`src/rtl/vfb_pkg.sv`:
```
// vfb_pkg: shared types and command encodings for the frame-buffer scheduler
package vfb_pkg;
  typedef enum logic [1:0] {ST_IDLE, ST_ISSUE, ST_BUSY} state_t;
  typedef logic [1:0] bank_t;
  localparam logic [2:0] CMD_WR = 3'b000;
  localparam logic [2:0] CMD_RD = 3'b001;
endpackage

```
`src/rtl/vfb_bank_mgr.sv`:
```
// vfb_bank_mgr: triple-buffer bank rotation, frame status and deferred SOF handling
module vfb_bank_mgr
  import vfb_pkg::*;
(
  input  logic        clk,
  input  logic        rst_n,
  input  logic        i_idle,
  input  logic        i_wr_sof,
  input  logic        i_rd_sof,
  input  logic        i_wr_full,
  input  logic        i_wr_part,
  output logic        o_wr_ev,
  output logic        o_rd_ev,
  output logic [1:0]  o_wr_bank_nx,
  output logic [1:0]  o_rd_bank_nx,
  output logic [1:0]  o_wr_bank,
  output logic [1:0]  o_rd_bank,
  output logic        o_frame_valid,
  output logic [15:0] o_drop_cnt
);
  bank_t r_w, r_l, r_r;
  logic r_fresh, r_fv, r_wr_pend, r_rd_pend;
  logic [15:0] r_drop;
  bank_t w_w1, w_l1, w_l2, w_r2;
  logic w_swap_w, w_swap_r, w_f1;
  assign o_wr_ev = i_idle && (i_wr_sof || r_wr_pend);
  assign o_rd_ev = i_idle && (i_rd_sof || r_rd_pend);
  // writer swap resolves first so a simultaneous reader swap sees the new frame
  assign w_swap_w = o_wr_ev && i_wr_full;
  assign w_w1 = w_swap_w ? r_l : r_w;
  assign w_l1 = w_swap_w ? r_w : r_l;
  assign w_f1 = w_swap_w || r_fresh;
  assign w_swap_r = o_rd_ev && w_f1;
  assign w_r2 = w_swap_r ? w_l1 : r_r;
  assign w_l2 = w_swap_r ? r_r : w_l1;
  assign o_wr_bank_nx = w_w1;
  assign o_rd_bank_nx = w_r2;
  assign o_wr_bank = r_w;
  assign o_rd_bank = r_r;
  assign o_frame_valid = r_fv;
  assign o_drop_cnt = r_drop;
  always_ff @(posedge clk) begin
    if (!rst_n) begin
      r_w <= 2'd0;
      r_l <= 2'd1;
      r_r <= 2'd2;
      r_fresh <= 1'b0;
      r_fv <= 1'b0;
      r_drop <= '0;
      r_wr_pend <= 1'b0;
      r_rd_pend <= 1'b0;
    end else begin
      r_w <= w_w1;
      r_l <= w_l2;
      r_r <= w_r2;
      r_fresh <= w_f1 && !w_swap_r;
      r_fv <= r_fv || w_swap_w;
      if (o_wr_ev && !i_wr_full && i_wr_part && r_drop != 16'hffff) r_drop <= r_drop + 16'd1;
      r_wr_pend <= i_idle ? 1'b0 : (r_wr_pend || i_wr_sof);
      r_rd_pend <= i_idle ? 1'b0 : (r_rd_pend || i_rd_sof);
    end
  end
endmodule

```
`src/rtl/vfb_sched.sv`:
```
// vfb_sched: arbitrates one DDR command port between frame writer and reader
module vfb_sched
  import vfb_pkg::*;
#(
  parameter int unsigned ADDR_WIDTH   = 29,
  parameter int unsigned FB_BASE      = 0,
  parameter int unsigned FB_STRIDE    = 'h0040_0000,
  parameter int unsigned FRAME_BURSTS = 3600,
  parameter int unsigned BURST_INC    = 64
) (
  input  logic                  clk,
  input  logic                  rst_n,
  input  logic                  enable,
  input  logic                  wr_sof,
  input  logic                  rd_sof,
  input  logic                  wr_req,
  input  logic                  rd_req,
  input  logic                  rd_urgent,
  output logic                  cmd_en,
  output logic [2:0]            cmd,
  output logic [ADDR_WIDTH-1:0] cmd_addr,
  input  logic                  cmd_rdy,
  input  logic                  burst_done,
  output logic                  wr_ack,
  output logic                  wr_drop,
  output logic                  rd_ack,
  output logic [1:0]            wr_bank,
  output logic [1:0]            rd_bank,
  output logic                  frame_valid,
  output logic [15:0]           drop_cnt
);
  localparam int IW = $clog2(FRAME_BURSTS + 1);
  localparam logic [IW-1:0] FULL = IW'(FRAME_BURSTS);
  state_t r_state, w_state_nx;
  logic [IW-1:0] r_wr_idx, r_rd_idx, w_wr_idx_a, w_rd_idx_a;
  logic r_last_wr, r_wr_ack, r_rd_ack, r_wr_drop;
  logic [2:0] r_cmd;
  logic [ADDR_WIDTH-1:0] r_addr, w_addr;
  logic w_idle, w_wr_ev, w_rd_ev, w_rd_el, w_g_rd, w_g_wr, w_drop, w_issue, w_hs;
  logic [1:0] w_wr_bank_nx, w_rd_bank_nx;
  assign w_idle = r_state == ST_IDLE;
  vfb_bank_mgr u_bank (
    .clk           (clk),
    .rst_n         (rst_n),
    .i_idle        (w_idle),
    .i_wr_sof      (wr_sof),
    .i_rd_sof      (rd_sof),
    .i_wr_full     (r_wr_idx == FULL),
    .i_wr_part     (r_wr_idx != '0),
    .o_wr_ev       (w_wr_ev),
    .o_rd_ev       (w_rd_ev),
    .o_wr_bank_nx  (w_wr_bank_nx),
    .o_rd_bank_nx  (w_rd_bank_nx),
    .o_wr_bank     (wr_bank),
    .o_rd_bank     (rd_bank),
    .o_frame_valid (frame_valid),
    .o_drop_cnt    (drop_cnt)
  );
  // arbitration sees indices and banks as they stand after this cycle's SOFs
  assign w_wr_idx_a = w_wr_ev ? '0 : r_wr_idx;
  assign w_rd_idx_a = w_rd_ev ? '0 : r_rd_idx;
  assign w_rd_el = rd_req && (w_rd_idx_a < FULL);
  assign w_g_rd = w_idle && enable && w_rd_el && (rd_urgent || !wr_req || r_last_wr);
  assign w_g_wr = w_idle && enable && wr_req && !w_g_rd;
  assign w_drop = w_g_wr && (w_wr_idx_a == FULL);
  assign w_issue = w_g_rd || (w_g_wr && !w_drop);
  assign w_hs = (r_state == ST_ISSUE) && cmd_rdy;
  assign w_addr = ADDR_WIDTH'(FB_BASE)
                + ADDR_WIDTH'(w_g_rd ? w_rd_bank_nx : w_wr_bank_nx) * ADDR_WIDTH'(FB_STRIDE)
                + ADDR_WIDTH'(w_g_rd ? w_rd_idx_a : w_wr_idx_a) * ADDR_WIDTH'(BURST_INC);
  always_comb begin
    w_state_nx = r_state;
    cmd_en = r_state == ST_ISSUE;
    if (w_issue) w_state_nx = ST_ISSUE;
    if (w_hs) w_state_nx = ST_BUSY;
    if (r_state == ST_BUSY && burst_done) w_state_nx = ST_IDLE;
  end
  always_ff @(posedge clk) begin
    if (!rst_n) begin
      r_state <= ST_IDLE;
      r_wr_idx <= '0;
      r_rd_idx <= '0;
      r_last_wr <= 1'b1;
      r_cmd <= CMD_WR;
      r_addr <= '0;
      r_wr_ack <= 1'b0;
      r_rd_ack <= 1'b0;
      r_wr_drop <= 1'b0;
    end else begin
      r_state <= w_state_nx;
      r_wr_ack <= w_hs && r_cmd == CMD_WR;
      r_rd_ack <= w_hs && r_cmd == CMD_RD;
      r_wr_drop <= w_drop;
      if (w_idle) begin
        r_wr_idx <= w_wr_idx_a;
        r_rd_idx <= w_rd_idx_a;
      end
      if (w_hs && r_cmd == CMD_WR) r_wr_idx <= r_wr_idx + 1'b1;
      if (w_hs && r_cmd == CMD_RD) r_rd_idx <= r_rd_idx + 1'b1;
      if (w_g_rd || w_g_wr) r_last_wr <= w_g_wr;
      if (w_issue) begin
        r_cmd <= w_g_rd ? CMD_RD : CMD_WR;
        r_addr <= w_addr;
      end
    end
  end
  assign cmd = r_cmd;
  assign cmd_addr = r_addr;
  assign wr_ack = r_wr_ack;
  assign rd_ack = r_rd_ack;
  assign wr_drop = r_wr_drop;
endmodule
```
`config.mk`:
```
export PLATFORM = sky130hd
export DESIGN_NAME = vfb_sched
export DESIGN_NICKNAME = d
export VERILOG_FILES = /design/src/rtl/vfb_pkg.sv /design/src/rtl/vfb_bank_mgr.sv /design/src/rtl/vfb_sched.sv
export SDC_FILE = /design/constraint.sdc
export NUM_CORES = 1
export LEC_CHECK = 0
export CORE_ASPECT_RATIO = 1.4
export CORE_UTILIZATION = 57
export CTS_CLUSTER_SIZE = 20
export DETAILED_ROUTE_END_ITERATION = 10
export PLACE_DENSITY = 0.87
export SLEW_MARGIN = 20
export SYNTH_ARGS = -nofsm -noshare
export SYNTH_HDL_FRONTEND = slang
export SYNTH_HIERARCHICAL = 1
export SYNTH_SLANG_ARGS = --single-unit
```
`constraint.sdc`:
```
create_clock -name clk -period 6.2 [get_ports clk]
set_input_delay 0.62 -clock clk [delete_from_list [all_inputs] [get_ports clk]]
set_output_delay 0.62 -clock clk [all_outputs]
set_load 0.05 [all_outputs]
```
# Word level (Yosys, flattened, before mapping)
# Index checks and enable logic that the tools add are counted.
# totals
ff_bits	88
input_bits	10
output_inout_bits	57
# op_classes
n_addsub	4
magnitude_cmp	1
n_eq_ne	6
mux	15
bitwise	1
reduce_logical	42
# ops
cell	count
$mux W12	7
$add A24 B18 Y25	1
$add A12 B1 Y12 const B	2
$eq A12 B12 Y1 const B	2
$logic_and A1 B1 Y1	20
$add A16 B1 Y16 const B	1
$ne A16 B16 Y1 const B	1
$mux W2	7
$lt A12 B12 Y1 const B	1
$reduce_bool A12 Y1	1
$logic_or A1 B1 Y1	8
$reduce_bool A2 Y1	3
$logic_not A1 Y1	5
$reduce_or A2 Y1	2
$eq A3 B1 Y1 const B	1
$logic_not A3 Y1	1
$reduce_or A3 Y1	1
$eq A2 B1 Y1 const B	1
$eq A2 B2 Y1 const B	1
$logic_not A2 Y1	1
$mux W1	1
$not A1 Y1	1

# Longest topological paths before layout
# Gate-level depths: netlist of run 1.
# depth
word_depth	15
ltp_mapped	10
depth_no_buf	9

# Hierarchy
# The synthesis of run 1 kept the hierarchy.
# by_module_without_submodules
mod	instances	cells_per_inst	area_each_um2	seq_area_each_um2
vfb_sched	1	279	2411.1	900.9
vfb_bank_mgr	1	152	1307.5	520.5

# Worst setup path before layout of run 1
# No wires, ideal clock.
# synth_path
path_type	flip-flop to flip-flop
start	register r_wr_idx[7]
end	register r_addr[22], in the netlist cmd_addr[22]
t_arrival_ns	1.933
path_slack_ns	4.148
stages_incl_launch_ff	9
n_path_buf	0
cell_sequence	dfxtp_1 nor4_2 and4_1 o211a_1 o21ai_0 and2_1 or2_2 o21ai_1 a21oi_1
# synth_via
elab_chain_cells	7
# synth_lines
element	line_no	rtl
start: declaration	vfb_sched.sv:35	logic [IW-1:0] r_wr_idx, r_rd_idx, w_wr_idx_a, w_rd_idx_a;
start signal: assignment	vfb_sched.sv:95	r_wr_idx <= w_wr_idx_a;
start signal: assignment	vfb_sched.sv:98	if (w_hs && r_cmd == CMD_WR) r_wr_idx <= r_wr_idx + 1'b1;
$eq A12 B12 Y1 *	vfb_sched.sv:48	.i_wr_full (r_wr_idx == FULL),
$logic_and A1 B1 Y1 *	vfb_bank_mgr.sv:29	assign w_swap_w = o_wr_ev && i_wr_full;
$logic_or A1 B1 Y1	vfb_bank_mgr.sv:32	assign w_f1 = w_swap_w || r_fresh;
$logic_and A1 B1 Y1	vfb_bank_mgr.sv:33	assign w_swap_r = o_rd_ev && w_f1;
$mux W2 *	vfb_bank_mgr.sv:34	assign w_r2 = w_swap_r ? w_l1 : r_r;
net w_rd_bank_nx[0]	vfb_sched.sv:40	logic [1:0] w_wr_bank_nx, w_rd_bank_nx;
$mux W2 *	vfb_sched.sv:69	+ ADDR_WIDTH'(w_g_rd ? w_rd_bank_nx : w_wr_bank_nx) * ADDR_WIDTH'(FB_STRIDE)
$add A24 B18 Y25 *	vfb_sched.sv:70	+ ADDR_WIDTH'(w_g_rd ? w_rd_idx_a : w_wr_idx_a) * ADDR_WIDTH'(BURST_INC);
end signal: assignment	vfb_sched.sv:103	r_addr <= w_addr;
end: declaration	vfb_sched.sv:38	logic [ADDR_WIDTH-1:0] r_addr, w_addr;
# The timed path passes the listed nets; every way through them passes the cells marked *.
# A chain may end at the register's enable or synchronous reset.

# Final worst setup path of run 1
# layout_path
start	register r_state[0]
end	register r_addr[22], in the netlist cmd_addr[22]
# layout_rtl
element	line_no	rtl
start: declaration	vfb_sched.sv:34	state_t r_state, w_state_nx;
start signal: assignment	vfb_sched.sv:90	r_state <= w_state_nx;
$logic_not A2 Y1	vfb_sched.sv:41	assign w_idle = r_state == ST_IDLE;
net w_idle	vfb_sched.sv:39	logic w_idle, w_wr_ev, w_rd_ev, w_rd_el, w_g_rd, w_g_wr, w_drop, w_issue, w_hs;
$logic_and A1 B1 Y1	vfb_bank_mgr.sv:27	assign o_rd_ev = i_idle && (i_rd_sof || r_rd_pend);
net w_rd_ev	vfb_sched.sv:39	
$logic_and A1 B1 Y1	vfb_bank_mgr.sv:33	
$mux W2	vfb_bank_mgr.sv:34	
net w_rd_bank_nx[0]	vfb_sched.sv:40	
$mux W2	vfb_sched.sv:69	
$add A24 B18 Y25	vfb_sched.sv:70	
# The timed path passes the listed nets, and every way through them passes these cells.

==> results of run 1 <==
## sequential cells by signal (all words and copies together), names as in the netlist, 2 cells and up
signal,count
r_wr_idx,12
cmd_addr,14
u_bank/o_drop_cnt,16
r_state,2
u_bank/o_rd_bank,2
u_bank/o_wr_bank,2
u_bank/r_l,2
r_rd_idx,12
## worst max-delay path by stage
stage	slack (ns)	startpoint	cells after the start	endpoint
after floorplan	4.15	r_wr_idx[7]$_SDFFE_PN0P_	8	cmd_addr[22]$_SDFFE_PN0P_
after global routing	3.34	r_state[1]$_SDFFE_PP0P_	8	cmd_addr[22]$_SDFFE_PN0P_
after detailed placement	3.37	rd_sof	8	cmd_addr[22]$_SDFFE_PN0P_
final	3.51	r_state[0]$_SDFFE_PP0P_	8	cmd_addr[22]$_SDFFE_PN0P_
after CTS	3.58	r_state[0]$_SDFFE_PP0P_	8	cmd_addr[22]$_SDFFE_PN0P_
after global placement	3.49	rd_sof	6	wr_drop$_SDFF_PN0_
## metrics by stage
step	hold WS, ns	cell area, um^2
6_report	0.500	4300
5_1_grt	0.527	4300
4_1_cts	0.501	4300
3_5_place_dp	0.483	4120
3_3_place_gp	0.451	4120
2_1_floorplan	0.437	3780
## layout make-up
cell class              count  area (um^2)
clock inverters             5         32.5
inverters                   9         33.8
clock buffers              11          151
flip-flops and latches     71         1420
multi-input cells         331         2070
repair buffers             51          505
well taps                  72         90.1
fillers                   514         1950
## report_power, final
| part | internal, mW | switching (mW) | leakage (nW) |
|---|---|---|---|
| clock | 0.166 | 0.181 | 0.0873 |
| combinational | 0.0306 | 0.0883 | 0.899 |
| sequential | 0.462 | 0.00894 | 0.574 |
## tightest hold or removal path, cell delays in order (launching register included)
cell and delay, ns:
dfxtp_1 0.33, nor2_1 0.05, nor2_1 0.08
## per-layer routing
| metal | track usage | vias up | wire, um |
|---|---|---|---|
| met5 | 0 | - | 0 |
| met4 | 0.128 | 0 | 267 |
| met3 | 0.0446 | 26 | 583 |
| met2 | 0.461 | 164 | 4500 |
| met1 | 0.336 | 1664 | 3780 |
| li1 | - | 1647 | - |
## placed cells by master (no fill, tap or decap), types with 4 or more instances in the layout
cell type        count
mux2i_1              6
and2_1              11
nand4_2              4
conb_1              17
and3_1               6
clkdlybuf4s50_1     49
or4_1               10
clkbuf_8            11
o211ai_1             5
nand4_1              9
o21ai_2              9
nand2_1             43
a22oi_1             12
inv_1                9
ha_1                 4
o21ai_0             14
nor3_1               7
nand2b_1             7
o31ai_1             13
a21oi_1             33
dfxtp_1             71
a31oi_1              6
nor2b_1              6
and4_1               4
nand3_1             20
nor2_1              25
o21ai_1              9
## cell families after synthesis
kind of cell / count (synthesis)
mux: 7
flops: 71
compound gates: 120
other cells: 1
buf+inv: 45
fa+ha+maj: 4
xor+xnor: 1
simple gates: 182
==> impl_metrics.csv, run 1 <==
group,metric,value,unit
pwr,powerDensity,218,mW/mm^2
drt,ant_nets,0,
min_path,min_to,"u_bank/o_frame_valid$_SDFF_PN0_",
clocking,cts_root_buffer,"clkbuf_8",
placed_design,dp.final_hpwl,6300,um
setup_path,cp_num_buf_inv,1,
global_route,antenna_found_initial,0,
synth,netlist.area_leader.share,0.382,
layout,final_cells,550,
timing,layout_setup_ws,3.51,ns
synth,synthFlopType,"dfxtp_1",
synth,syn-cell-area,0.00372,mm^2
setup_path,r2r-end,"cmd_addr[22]$_SDFFE_PN0P_",
synth,yosysTopAreaCell,"dfxtp_1",
clocking,post_cts_resized,0,
status,status,"finished, final reports clean",
min_path,hold_class,"reg -> reg",
setup_path,arrival,2.90,ns
global_route,grt_pass1_vias,3161,
setup_path,critPathKind,"reg -> reg",
global_route,grt_usage,0.274,
global_route,grt_pass1_wl,15200,um
min_path,min_from,"u_bank/o_frame_valid$_SDFF_PN0_",
floorplanning,die-width,70.3,um
setup_path,path_cells,"nor2_4 > o21ai_0 > inv_1 > o21ai_0 > and2_1 > or2_2 > o21ai_1 > a21oi_1",
timing,relSlewSlack,0.482,
min_path,hold_depth,2,
synth,ys_seq_area_frac,0.382,
floorplanning,core-area,0.00625,mm^2
drt,viasPerCell,6.37,
timing,timing.fmax,372,MHz
placed_design,globalplace.congestion,0.878,
drt,wl_per_cell,16.6,um
timing,post-route-min-period,2.69,ns
timing,worst_slew_pin_slew,0.776,ns
clocking,htreeDepth,3,
setup_path,rrSetupSlack,3.51,ns
pwr,ir_drop,0.000148,V
clocking,cts_buffer_depth,2,
timing,hold_viol,0,
drt,drcViolationCount,0,
pwr,power.total,0.937,mW
synth,synth.area.mux_share,0.0192,
setup_path,crit_slowest_cell,"dfxtp_1",
clocking,clk_pin_slew,0.08,ns
pwr,total_leakage_power,1.56,nW
layout,layout-drive-gt1-share,0.107,
setup_path,end_kind,"flop",
synth,synth_edf_count,0,
synth,ys_top_cells_by_area,"dfxtp_1 38%, a21oi_1 4.4%, nand2_1 4.3%",
timing,setup_tns,0,ns
clocking,hold_buffers,0,
synth,avgSynthCellArea,8.63,um^2
floorplanning,fp-row-count,34,
setup_path,required,6.41,ns
drt,first_pass_iters,5,
timing,rsz0062_at_grt,"false",
placed_design,place_ws,3.37,ns
placed_design,io_buffers,49,
placed_design,placed_cells,534,
layout,finish.utilization,0.688,
timing,slew_viol_final,0,
setup_path,cpMostUsedCell,"o21ai_0",
timing,fin_crit_sh,0.434,
setup_path,rr_worst_depth,8,
timing,finalSetupViolCount,0,
synth,synthArstFlopShare,0,
setup_path,worstPathMaxFanout,14,
floorplanning,dieArea,0.00686,mm^2
clocking,cts_setup_buffers,0,
synth,ys_ff_latch,71,
synth,yosys.area_share.simple,0.290,
synth,synth.most_common_cell,"dfxtp_1",
clocking,clkSinkCount,71,
setup_path,max_stage_delay,0.45,ns
layout,syn2layout_area_growth,15.7,%
synth,syn_inst,431,
setup_path,r2r_start,"r_state[0]$_SDFFE_PP0P_",
job,maxCapViolCount,0,
synth,yosys.area_share.adder,0.0135,
clocking,clk_latency,0.35,ns
drt,vias,3501,
drt,drt-initial-drc-count,334,
layout,n_antenna_cell,0,
synth,netlist_top_cells_count,"71 x dfxtp_1, 43 x nand2_1, 33 x a21oi_1",
global_route,overflow,0,
floorplanning,io-pin-count,67,
global_route,grt_start_max_net_pins,31,
synth,synth_compound_area_frac,0.214,
drt,finalWirelength,9140,um
synth,yosysUniqueCellTypes,66,
setup_path,cp_top_family,"simple AND/OR/NAND/NOR gates",
layout,nNetsFinal,487,
timing,finClkSkew,0.00692,ns
synth,synth_top_family_by_area,"simple AND/OR/NAND/NOR gates",
synth,synth_xor_area_frac,0.00236,
clocking,numCtsBuffers,9,
floorplanning,start_util,0.595,
floorplanning,die-height,97.6,um
synth,ys_warn_count,6,
setup_path,startpoint_type,"flop",
clocking,cts_tree,"done",
Note: power is estimated with default switching activity, not from simulation.
==> run 2: changes to the inputs <==
--- a/config.mk
+++ b/config.mk
@@ -6,10 +6,10 @@
 export NUM_CORES = 1
 export LEC_CHECK = 0
 export CORE_ASPECT_RATIO = 1.4
-export CORE_UTILIZATION = 57
+export CORE_UTILIZATION = 48
 export CTS_CLUSTER_SIZE = 20
 export DETAILED_ROUTE_END_ITERATION = 10
-export PLACE_DENSITY = 0.87
+export PLACE_DENSITY = 0.78
 export SLEW_MARGIN = 20
 export SYNTH_ARGS = -nofsm -noshare
 export SYNTH_HDL_FRONTEND = slang
==> constraint.sdc (replaced) <==
create_clock -name clk -period 2.15 [get_ports clk]
set_input_delay 0.215 -clock clk [delete_from_list [all_inputs] [get_ports clk]]
set_output_delay 0.215 -clock clk [all_outputs]
set_load 0.05 [all_outputs]
==> run 2 against run 1 <==
  * Clock skew shrank 0.0015 ns
  * Via count rose by 0.91%
  * First-iteration DRC count down 19%
  * Setup slack got worse by 3.4 ns
  * Combinational power grew to 3.3 times the previous value
  * Routed wire length up 5.2%
  * Design area grew 6.3%
  * Register-to-register slack got worse by 3.4 ns
  * Flip-flop and latch count unchanged
  * Utilization shrank 7.1 points
  * Sequential share of layout area shrank 1.9 points
  * Critical path type is now reg -> out
==> impl_metrics.csv, run 2 (synthesis gave the netlist of run 1 again) <==
group,metric,value,unit
setup_path,worstPathMaxFanout,8,
global_route,grt_usage,0.236,
timing,holdWs,0.476,ns
layout,nNetsFinal,515,
clocking,clkSinkCount,71,
clocking,clk_pin_slew,0.07,ns
clocking,numCtsBuffers,9,
layout,nFillCells,653,
drt,wl_met1,4110,um
timing,finClkSkew,0.00544,ns
layout,final-seq-area,0.00142,mm^2
layout,design_area,0.00457,mm^2
setup_path,rrSetupSlack,0.11,ns
timing,post-route-min-period,2.06,ns
drt,top_layer,"met4",
drt,drcViolationCount,0,
setup_path,cp_num_buf_inv,2,
timing,layout_setup_ws,0.0941,ns
setup_path,end_kind,"output port",
timing,worst_slew_pin_slew,0.514,ns
pwr,power.total,2.79,mW
placed_design,place_ws,0.101,ns
setup_path,path_cells,"buf_4 > nor2b_1 > clkdlybuf4s50_1",
layout,n_antenna_cell,0,
setup_path,required,1.93,ns
floorplanning,fp-row-count,37,
drt,dr_wl_met3,464,um
clocking,htreeDepth,3,
layout,multi_input_area,0.00209,mm^2
job,maxCapViolCount,0,
timing,slew_viol_final,0,
drt,first_pass_iters,5,
global_route,grt_pass1_vias,3209,
placed_design,globalplace.congestion,0.869,
timing,timing.fmax,486,MHz
floorplanning,die-height,106,um
floorplanning,start_util,0.502,
setup_path,startpoint_type,"flop",
clocking,cts_tree,"done",
drt,wl_per_cell,15.9,um
layout,layout_common_cells,"70 x dfxtp_1, 49 x clkdlybuf4s50_1, 42 x nand2_1",
setup_path,crit_slowest_cell,"clkdlybuf4s50_1",
timing,rsz0062_at_grt,"false",
setup_path,arrival,1.84,ns
drt,finalWirelength,9610,um
pwr,ir_drop,0.000380,V
clocking,cts_root_buffer,"clkbuf_8",
placed_design,dp.final_hpwl,6870,um
drt,viasPerCell,5.86,
placed_design,io_buffers,49,
pwr,powerDensity,610,mW/mm^2
timing,relSlewSlack,0.656,
floorplanning,dieArea,0.00811,mm^2
layout,largest_reg_flops,16,
setup_path,max_stage_delay,0.80,ns
status,status,"finished, final reports clean",
setup_path,cp_top_family,"buffers and inverters",
global_route,grt_start_max_net_pins,21,
layout,syn2layout_area_growth,23.0,%
global_route,antenna_found_initial,0,
global_route,overflow,0,
global_route,grt_pass1_wl,15300,um
min_path,hold_class,"reg -> reg",
timing,setup_tns,0,ns
layout,layout_commonest_cell,"dfxtp_1",
layout,layout-drive-gt1-share,0.160,
floorplanning,core-area,0.00741,mm^2
floorplanning,io-pin-count,67,
timing,fin_crit_sh,0.956,
floorplanning,die-width,76.4,um
drt,vias,3533,
timing,hold_viol,0,
pwr,total_leakage_power,1.72,nW
drt,drt-initial-drc-count,269,
drt,ant_nets,0,
setup_path,critPathKind,"reg -> out",
clocking,cts_buffer_depth,2,
placed_design,place_area,0.00435,mm^2
clocking,hold_buffers,0,
drt,route.met2.wl,4790,um
timing,finalSetupViolCount,0,
clocking,clk_latency,0.34,ns
run 2: worst paths after layout:
| check | start | to | depth (start not counted) |
|---|---|---|---|
| setup / recovery | r_state[0]$_SDFFE_PP0P_ | cmd_en | 3 |
| hold / removal | u_bank/r_rd_pend$_SDFF_PP0_ | u_bank/r_rd_pend$_SDFF_PP0_ | 2 |
| setup reg to reg | r_wr_idx[11]$_SDFFE_PN0P_ | u_bank/o_drop_cnt[11]$_SDFFE_PN0P_ | 7 |
| hold reg to reg | u_bank/r_rd_pend$_SDFF_PP0_ | u_bank/r_rd_pend$_SDFF_PP0_ | 2 |
run 2: timing repair:
| action | in CTS | in global routing |
|---|---|---|
| endpoints found under the hold margin | 0 | 0 |
| gates resized for setup | 0 | 7 |
| setup buffers | 0 | 1 |
| setup endpoints to repair | 0 | 10 |
run 2: worst min-delay path, cell delays in order, from the launching register on:
cell and delay, ns:
dfxtp_1 0.31, nor2_1 0.08, nor2_1 0.05
run 2: per-stage QoR:
step	instances	util
floorplan	447	-
global route	603	0.617
finish	603	0.617
CTS	602	0.613
global placement	586	0.588
detailed placement	586	0.588
run 2: per-layer routing:
| layer | vias to the layer above | track usage |
|---|---|---|
| met3 | 25 | 0.0361 |
| met5 | - | 0 |
| met1 | 1673 | 0.287 |
| met4 | 0 | 0.114 |
| li1 | 1694 | - |
| met2 | 141 | 0.405 |
run 2: final cells by class:
type / instances / area share
clock buffer: 12 / 0.0317
inverter: 9 / 0.00739
clock inverter: 4 / 0.00985
multi-input combinational: 331 / 0.457
timing repair buffer: 79 / 0.156
tap: 97 / 0.0265
sequential: 71 / 0.311
run 2: where the power goes:
group          total [mW]  internal, mW  leakage [nW]  switching [mW]
sequential           1.35          1.33         0.574          0.0153
clock                1.05         0.563         0.100           0.484
combinational       0.395         0.119          1.05           0.276
==> run 3: changes to the inputs <==
--- a/config.mk
+++ b/config.mk
@@ -5,6 +5,7 @@
 export SDC_FILE = /design/constraint.sdc
 export NUM_CORES = 1
 export LEC_CHECK = 0
+export CAP_MARGIN = 20
 export CORE_ASPECT_RATIO = 1.4
 export CORE_UTILIZATION = 48
 export CTS_CLUSTER_SIZE = 20
==> results of run 3 <==
The final DEF is identical to that of run 2; final timing and power are the same.
